--- src/rtl/qld_w4q2_div.sv ---
// Approximate (Mitchell) signed 8-bit divider: log-encode, subtract, antilog-decode.
// Three register stages behind a valid/ready stream; quotient is Q8.8 magnitude, ones-complement sign.
module qld_w4q2_div #(
   parameter int unsigned FRAC_W = 3
) (
   input  logic        clk,
   input  logic        rst,
   input  logic        in_valid,
   output logic        in_ready,
   input  logic [7:0]  in_x,
   input  logic [7:0]  in_y,
   output logic        out_valid,
   input  logic        out_ready,
   output logic [15:0] out_q,
   output logic        out_dz
);

   localparam int unsigned LOG_W = 3 + FRAC_W;
   localparam int unsigned DIF_W = 4 + FRAC_W;
   localparam int unsigned M_W   = FRAC_W + 1;

   // log = {leading-one index, FRAC_W bits below it}; normalising left zero-pads short operands
   function automatic logic [LOG_W-1:0] log_enc(input logic [7:0] a);
      logic [2:0] k;
      logic [7:0] n;
      k = 3'd0;
      for (int i = 0; i < 8; i++) begin
         if (a[i]) k = 3'(i);
      end
      n = a << (3'd7 - k);
      return {k, n[6 -: FRAC_W]};
   endfunction

   logic en;

   // stage 1: encode
   logic [7:0]       abs_x_c, abs_y_c;
   logic             v1_q, sign1_q, xz1_q, yz1_q;
   logic             sign1_d, xz1_d, yz1_d;
   logic [LOG_W-1:0] logx1_q, logy1_q, logx1_d, logy1_d;

   // stage 2: subtract
   logic [DIF_W-1:0] d_c;
   logic             v2_q, sign2_q, xz2_q, yz2_q;
   logic [3:0]       kq2_q, kq2_d;
   logic [FRAC_W-1:0] fq2_q, fq2_d;

   // stage 3: decode
   logic [M_W-1:0]   m_c;
   logic [15:0]      mag_c, q3_d;
   logic             dz3_d;
   int               s_c;

   assign en       = ~out_valid | out_ready;
   assign in_ready = en;

   always_comb begin
      abs_x_c = in_x ^ {8{in_x[7]}};
      abs_y_c = in_y ^ {8{in_y[7]}};
      sign1_d = in_x[7] ^ in_y[7];
      xz1_d   = (abs_x_c == 8'd0);
      yz1_d   = (abs_y_c == 8'd0);
      logx1_d = log_enc(abs_x_c);
      logy1_d = log_enc(abs_y_c);
   end

   // borrow out of the fraction field lands naturally in the signed integer part
   always_comb begin
      d_c   = {1'b0, logx1_q} - {1'b0, logy1_q};
      kq2_d = d_c[DIF_W-1:FRAC_W];
      fq2_d = d_c[FRAC_W-1:0];
   end

   always_comb begin
      m_c   = {1'b1, fq2_q};
      s_c   = int'($signed(kq2_q)) + 8 - int'(FRAC_W);
      mag_c = 16'd0;
      q3_d  = 16'd0;
      dz3_d = 1'b0;
      if (s_c >= 0) begin
         mag_c = 16'(m_c) << s_c;
      end else begin
         mag_c = 16'(m_c) >> (-s_c);
      end
      if (yz2_q) begin
         q3_d  = 16'h7FFF ^ {16{sign2_q}};
         dz3_d = 1'b1;
      end else if (xz2_q) begin
         q3_d  = 16'h0000;
      end else begin
         q3_d  = mag_c ^ {16{sign2_q}};
      end
   end

   always_ff @(posedge clk or posedge rst) begin
      if (rst) begin
         v1_q      <= 1'b0;
         sign1_q   <= 1'b0;
         xz1_q     <= 1'b0;
         yz1_q     <= 1'b0;
         logx1_q   <= '0;
         logy1_q   <= '0;
         v2_q      <= 1'b0;
         sign2_q   <= 1'b0;
         xz2_q     <= 1'b0;
         yz2_q     <= 1'b0;
         kq2_q     <= 4'd0;
         fq2_q     <= '0;
         out_valid <= 1'b0;
         out_q     <= 16'd0;
         out_dz    <= 1'b0;
      end else if (en) begin
         v1_q      <= in_valid;
         sign1_q   <= sign1_d;
         xz1_q     <= xz1_d;
         yz1_q     <= yz1_d;
         logx1_q   <= logx1_d;
         logy1_q   <= logy1_d;
         v2_q      <= v1_q;
         sign2_q   <= sign1_q;
         xz2_q     <= xz1_q;
         yz2_q     <= yz1_q;
         kq2_q     <= kq2_d;
         fq2_q     <= fq2_d;
         out_valid <= v2_q;
         out_q     <= q3_d;
         out_dz    <= dz3_d;
      end
   end

endmodule
--- config.mk ---
export PLATFORM = sky130hd
export DESIGN_NAME = qld_w4q2_div
export DESIGN_NICKNAME = d
export VERILOG_FILES = /design/src/rtl/qld_w4q2_div.sv
export SDC_FILE = /design/constraint.sdc
export NUM_CORES = 1
export LEC_CHECK = 0
export ABC_CLOCK_PERIOD_IN_PS = 3300
export CAP_MARGIN = 10
export CORE_MARGIN = 2
export CORE_UTILIZATION = 45
export DETAILED_ROUTE_END_ITERATION = 10
export PLACE_DENSITY = 0.68
export SLEW_MARGIN = 25
export SYNTH_ARGS = -nofsm -noshare
export SYNTH_HDL_FRONTEND = slang
export SYNTH_SLANG_ARGS = --single-unit
--- constraint.sdc ---
create_clock -name clk -period 3.3 [get_ports clk]
set_clock_uncertainty 0.1 [all_clocks]
set_input_delay 0.99 -clock clk [delete_from_list [all_inputs] [get_ports clk]]
set_output_delay 0.99 -clock clk [all_outputs]
set_load 0.03 [all_outputs]
==> results of run 1 <==
worst max-delay path, cell delays in order, from the launching register on:
cell and delay (ns):
dfrtp_1 0.39, ha_1 0.32, and2b_4 0.34, a22oi_1 0.11, ha_1 0.29, or4bb_1 0.47
nor4_1 0.32, o311a_2 0.30, and3_1 0.17, o31a_1 0.13, nand2_1 0.05
cell families after synthesis:
family / after synthesis / share of synthesized area, %
buf+inv: 69 / 7.75
simple gates: 186 / 24.0
xor+xnor: 12 / 2.99
mux: 12 / 3.11
compound gates: 172 / 28.6
fa+ha+maj: 17 / 5.48
flops: 45 / 28.0
flip-flops by register name (all words and copies together) (netlist names), 3 cells and up:
signal / cells
logy1_q: 6
fq2_q: 3
kq2_q: 4
logx1_q: 6
out_q: 16
metrics by stage:
stage / setup slack (ns) / util (%) / instance area, um2 / instances
after floorplan: 0.0964 / - / 4020 / 513
after global placement: 0.217 / 52.8 / 4580 / 651
after detailed placement: 0.193 / 52.8 / 4580 / 651
after CTS: 0.192 / 53.9 / 4680 / 659
after global routing: 0.0183 / 53.9 / 4680 / 659
final: 0.219 / 53.9 / 4680 / 659
per-layer routing:
layer  up-vias  GRT usage [%]  share of wire, %
met5         -              0                 0
met4         0           6.01               1.9
met3        18           2.27               4.7
met2       117           34.2                48
met1      1772           26.5                46
li1       1944              -                 -
final cells by class:
class	instances	area, um2
multi-input cells	399	2580
well taps	108	135
flip-flops and latches	45	1130
clock buffers	5	68.8
repair buffers	73	641
inverters	26	97.6
fillers	863	4000
clock inverters	3	25.0
power groups by stage:
stage | Clock, mW | Sequential [mW] | Combinational, mW
floorplan | 0 | 1.14 | 1.88
global placement | 0 | 0.953 | 2.75
detailed placement | 0 | 0.964 | 2.80
CTS | 0.374 | 0.952 | 2.82
global route | 0.392 | 0.983 | 3.11
finish | 0.367 | 0.950 | 2.83
Yosys cell counts, types with 7 or more instances:
| master | count |
|---|---|
| nor2b_1 | 11 |
| nand3_1 | 15 |
| dfrtp_1 | 45 |
| a31oi_1 | 8 |
| nor3_1 | 8 |
| a22oi_1 | 9 |
| nand2b_1 | 9 |
| o31ai_1 | 12 |
| nor2_1 | 32 |
| inv_1 | 25 |
| mux2i_1 | 8 |
| a21oi_1 | 39 |
| clkbuf_1 | 24 |
| nand2_1 | 62 |
| ha_1 | 16 |
| buf_2 | 8 |
| o21ai_0 | 39 |
| o211ai_1 | 7 |
path summary, 6_finish.rpt:
| check | start | endpoint | depth (start not counted) |
|---|---|---|---|
| setup reg to reg | kq2_q[0]$_DFFE_PP0P_ | out_q[0]$_DFFE_PP0P_ | 10 |
| min in group asynchronous | rst | out_q[5]$_DFFE_PP0P_ | 3 |
| max in group asynchronous | rst | kq2_q[1]$_DFFE_PP0P_ | 3 |
| hold reg to reg | v2_q$_DFFE_PP0P_ | v2_q$_DFFE_PP0P_ | 2 |
| setup / recovery | kq2_q[0]$_DFFE_PP0P_ | out_q[0]$_DFFE_PP0P_ | 10 |
| hold / removal | v2_q$_DFFE_PP0P_ | v2_q$_DFFE_PP0P_ | 2 |
==> results.py, run 1 <==
metrics = {
    "power": {
        "clkPwrFrac_pct": 8.9,
        "leakagePower_nw": 1.95,
        "power_frac_comb_pct": 68.2,
        "switchingPower_mw": 2.01,
        "power_mw": 4.14,
        "power_density_nw_per_um2": 886,
        "switching_share_pct": 48.4,
        "intPower_mw": 2.14,
        "power_frac_seq_pct": 22.9,
        "vdd_ir_drop_max_uv": 319,
    },
    "cts": {
        "insertion_delay_ns": 0.31,
        "hold_buffers": 0,
        "htreeDepth": 2,
        "cts_buffers": 5,
        "cts_resized": 0,
        "cts.sinks": 45,
        "clk_pin_slew_worst_paths_ns": 0.10,
        "clock-root-buffer": "clkbuf_8",
        "tritoncts": "done",
        "post_cts_buffers": 0,
        "clk_path_buf_depth": 2,
    },
    "timing": {
        "finalHoldViolations": 0,
        "tightest_slew_ns": 0.574,
        "hold-worst-slack_ns": 0.370,
        "max_freq_mhz": 325,
        "period_share_pct": 93.4,
        "rsz0062_at_grt": "no",
        "tns_ns": 0,
        "final_max_slew_viol_count": 0,
        "slew_headroom_pct": 61.4,
        "fin_crit_ns": 3.08,
        "setup_violations": 0,
    },
    "floorplan": {
        "die_h_um": 98.5,
        "core_um2": 8680,
        "die_w_um": 98.5,
        "die_area_um2": 9700,
        "io_pins": 39,
        "start_util_pct": 46.3,
        "rows": 34,
    },
    "setup_path": {
        "end_kind": "flip-flop",
        "critical_path.startpoint_type": "flip-flop",
        "worstPathArrival_ns": 3.18,
        "r2r_slack_ns": 0.22,
        "cp_data_required_time_ns": 3.40,
        "cp_max_fo": 11,
        "critPathKind": "reg2reg",
    },
    "synth": {
        "syn-num-nets": 550,
        "synth.cell_area_um2": 4020,
        "synth_largest_area_cell": "dfrtp_1",
        "synth-seq-area-share_pct": 28.0,
        "ys_ff_latch": 45,
        "synthTopCellsByArea": "dfrtp_1 28%, nand2_1 5.8%, ha_1 5.0%",
        "synth_cell_types": 78,
        "synthCells": 513,
        "yosys_warnings": 0,
        "post_synth.cell_area_avg_um2": 7.83,
        "synth_edf_count": 0,
        "synthArstFlopShare_pct": 100,
        "synthDominantCellAreaShare_pct": 28.0,
        "synthFlopType": "dfrtp_1",
    },
    "placement": {
        "place_hpwl_um": 7230,
        "globalplace.congestion": 0.875,
        "port_buffers": 38,
    },
    "status": {
        "outcome": "completed",
    },
    "drt": {
        "wl_um": 9620,
        "detail-route-antenna-nets": 0,
        "num_vias": 3851,
        "drc": 0,
        "wl_per_cell_um": 14.6,
        "drt_iter0_drc": 245,
        "first_pass_iters": 4,
        "drt-vias-per-instance": 5.84,
    },
    "cells_and_area": {
        "synthToLayoutAreaGrowth_pct": 16.4,
        "mostFrequentLayoutCell": "nand2_1",
        "drive_above_1_share_pct": 13.4,
        "final_nets": 587,
        "antenna_cells": 0,
        "layout_common_cells": "62 x nand2_1, 45 x dfrtp_1, 39 x o21ai_0, 39 x a21oi_1, 37 x clkdlybuf4s50_1",
    },
    "global_routing": {
        "grt_pass1_vias": 3511,
        "grt_usage_pct": 19.9,
        "grt_max_degree": 46,
        "overflow": 0,
        "grt_pass1_wl_um": 16300,
        "antenna_found_initial": 0,
    },
    "min_path": {
        "hold_class": "reg2reg",
    },
    "flow_run": {
        "drv_cap": 0,
    },
}
(Power assumes the default switching activity.)
==> run 2, diff against run 1 <==
==> constraint.sdc (replaced) <==
create_clock -name clk -period 3.3 [get_ports clk]
set_clock_uncertainty 0.1 [all_clocks]
set_input_delay 0.33 -clock clk [delete_from_list [all_inputs] [get_ports clk]]
set_output_delay 0.33 -clock clk [all_outputs]
set_load 0.03 [all_outputs]
==> run 2 against run 1 <==
Cell area shrank 1.8%. Utilization down 0.97 points. Maximum frequency fell by 0.20%. Register-to-register slack about the same. Global-route usage decreased by 0.30 points. Sequential power grew 3.6%. Combinational power hardly changed. Critical endpoint is now out_q[2]$_DFFE_PP0P_.
==> results.py, run 2 (synthesized netlist as in run 1, its figures left out) <==
metrics = {
    "status": {
        "outcome": "completed",
    },
    "drt": {
        "first_pass_iters": 4,
        "num_vias": 3761,
        "drc": 0,
        "detail-route-antenna-nets": 0,
        "drt_iter0_drc": 255,
        "wl_per_cell_um": 14.8,
        "wl_um": 9490,
        "drt-vias-per-instance": 5.86,
    },
    "setup_path": {
        "ff2ff_path_depth": 11,
        "r2r_start": "kq2_q[1]$_DFFE_PP0P_",
        "startpoint": "kq2_q[1]$_DFFE_PP0P_",
        "r2r_slack_ns": 0.21,
        "worstPathArrival_ns": 3.19,
        "cp_top_family": "simple AND/OR/NAND/NOR gates",
        "cpPeakStageDelay_ns": 0.50,
        "end_kind": "flip-flop",
        "crit_path_cell_trace": "buf_4, a21oi_4, xnor2_4, nand3_1, ha_1, or4bb_1, nor4_1, o311a_2, a31oi_1, mux2i_1, nand2_1",
        "critical_path.startpoint_type": "flip-flop",
        "slowest_stage": "or4bb_1",
        "critPathKind": "reg2reg",
        "crit_end": "out_q[2]$_DFFE_PP0P_",
        "crit_cells": 11,
        "critPathBufInv": 1,
        "cp_max_fo": 10,
        "cp_data_required_time_ns": 3.40,
        "r2r-end": "out_q[2]$_DFFE_PP0P_",
    },
    "floorplan": {
        "die_area_um2": 9700,
        "io_pins": 39,
        "die_w_um": 98.5,
        "core_um2": 8680,
        "die_h_um": 98.5,
        "rows": 34,
        "start_util_pct": 46.3,
    },
    "global_routing": {
        "grt_max_degree": 46,
        "grt_pass1_wl_um": 16200,
        "grt_pass1_vias": 3415,
        "overflow": 0,
        "grt_usage_pct": 19.6,
        "antenna_found_initial": 0,
    },
    "cells_and_area": {
        "fill_cells": 830,
        "mostFrequentLayoutCell": "nand2_1",
        "seq_area_um2": 1130,
        "final_nets": 570,
        "top_regs": "out_q (16), logx1_q (6), logy1_q (6)",
        "synthToLayoutAreaGrowth_pct": 14.3,
        "multi_input_area_um2": 2620,
        "layout_common_cells": "62 x nand2_1, 44 x dfrtp_1, 39 x o21ai_0, 39 x a21oi_1, 38 x clkdlybuf4s50_1",
        "antenna_cells": 0,
        "drive_above_1_share_pct": 10.9,
        "top_register": "out_q",
        "largest_register_ffs": 16,
    },
    "cts": {
        "cts_buffers": 5,
        "tritoncts": "done",
        "cts.sinks": 45,
        "clock-root-buffer": "clkbuf_8",
        "htreeDepth": 2,
        "clk_path_buf_depth": 2,
        "clk_pin_slew_worst_paths_ns": 0.10,
        "insertion_delay_ns": 0.30,
    },
    "timing": {
        "period_share_pct": 93.5,
        "slew_headroom_pct": 48.2,
        "tightest_slew_ns": 0.776,
        "max_freq_mhz": 324,
        "finalHoldViolations": 0,
        "setup_slack_ns": 0.213,
        "fin_crit_ns": 3.09,
        "final_max_slew_viol_count": 0,
        "setup_violations": 0,
    },
    "min_path": {
        "hold_class": "in2async",
    },
    "placement": {
        "port_buffers": 38,
        "post-place-ws_ns": 0.133,
        "place_hpwl_um": 6930,
        "globalplace.congestion": 0.912,
    },
    "power": {
        "vdd_ir_drop_max_uv": 302,
        "power_mw": 4.16,
        "power_density_nw_per_um2": 907,
        "leakagePower_nw": 1.87,
    },
    "flow_run": {
        "drv_cap": 0,
    },
}
## run 2: where the power goes
part           leakage [nW]  internal [mW]  switching [mW]
combinational          1.29           1.21            1.60
clock                0.0447          0.153           0.216
sequential            0.538          0.775           0.209
## run 2: area by class of cell
cell class	count	share of cell area, %
multi-input cells	399	57.0
flip-flops and latches	45	24.6
repair buffers	56	11.3
well taps	108	2.94
inverters	26	2.15
clock buffers	5	1.50
clock inverters	3	0.545
## run 2: repair_timing
action / 4_1_cts / 5_1_grt
buffers inserted: 0 / 1
endpoints found under the setup margin: 0 / 4
hold buffers: 0 / 0
resized for setup: 0 / 6
## run 2: layer usage
layer	GRT usage [%]	part of all wire, %	vias up	wire [um]
li1	-	-	1904	-
met1	26.5	44	1737	4210
met2	33.9	51	114	4800
met3	2.41	4.2	6	397
met4	4.43	0.78	0	74
met5	0	0	-	0
## run 2: per-stage QoR
stage / instances / utilization, % / hold slack (ns) / setup TNS [ns] / cell area, um2
2_1_floorplan: 513 / - / 0.330 / 0 / 4020
5_1_grt: 642 / 52.9 / 0.411 / -0.0105 / 4590
6_report: 642 / 52.9 / 0.353 / 0 / 4590
4_1_cts: 641 / 52.4 / 0.369 / 0 / 4540
3_3_place_gp: 633 / 51.3 / 0.343 / 0 / 4450
3_5_place_dp: 633 / 51.3 / 0.347 / 0 / 4450
## run 2: how the worst min path moves through the flow
stage | to | slack (ns) | depth (start not counted)
after floorplan | v2_q$_DFFE_PP0P_ | 0.33 | 2
after global placement | v2_q$_DFFE_PP0P_ | 0.34 | 2
after detailed placement | v2_q$_DFFE_PP0P_ | 0.35 | 2
after CTS | v2_q$_DFFE_PP0P_ | 0.37 | 2
after global routing | v2_q$_DFFE_PP0P_ | 0.41 | 2
final | out_q[14]$_DFFE_PP0P_ | 0.35 | 2
## run 2: worst reg2reg max path, delay by kind of cell (launching register included)
| family | cells | cell delay (ns) |
|---|---|---|
| AOI/OAI and AO/OA | 3 | 0.61 |
| xor gates and xnor gates | 1 | 0.19 |
| adders and majority gates | 1 | 0.30 |
| buffers and inverters | 1 | 0.20 |
| DFF | 1 | 0.42 |
| muxes | 1 | 0.18 |
| and+or+nand+nor | 4 | 0.99 |
==> run 3, diff against run 2 <==
Settings changed: TNS_END_PERCENT from default to 20.
==> results of run 3 <==
No change in the layout: final DEF, timing and power equal those of run 2.
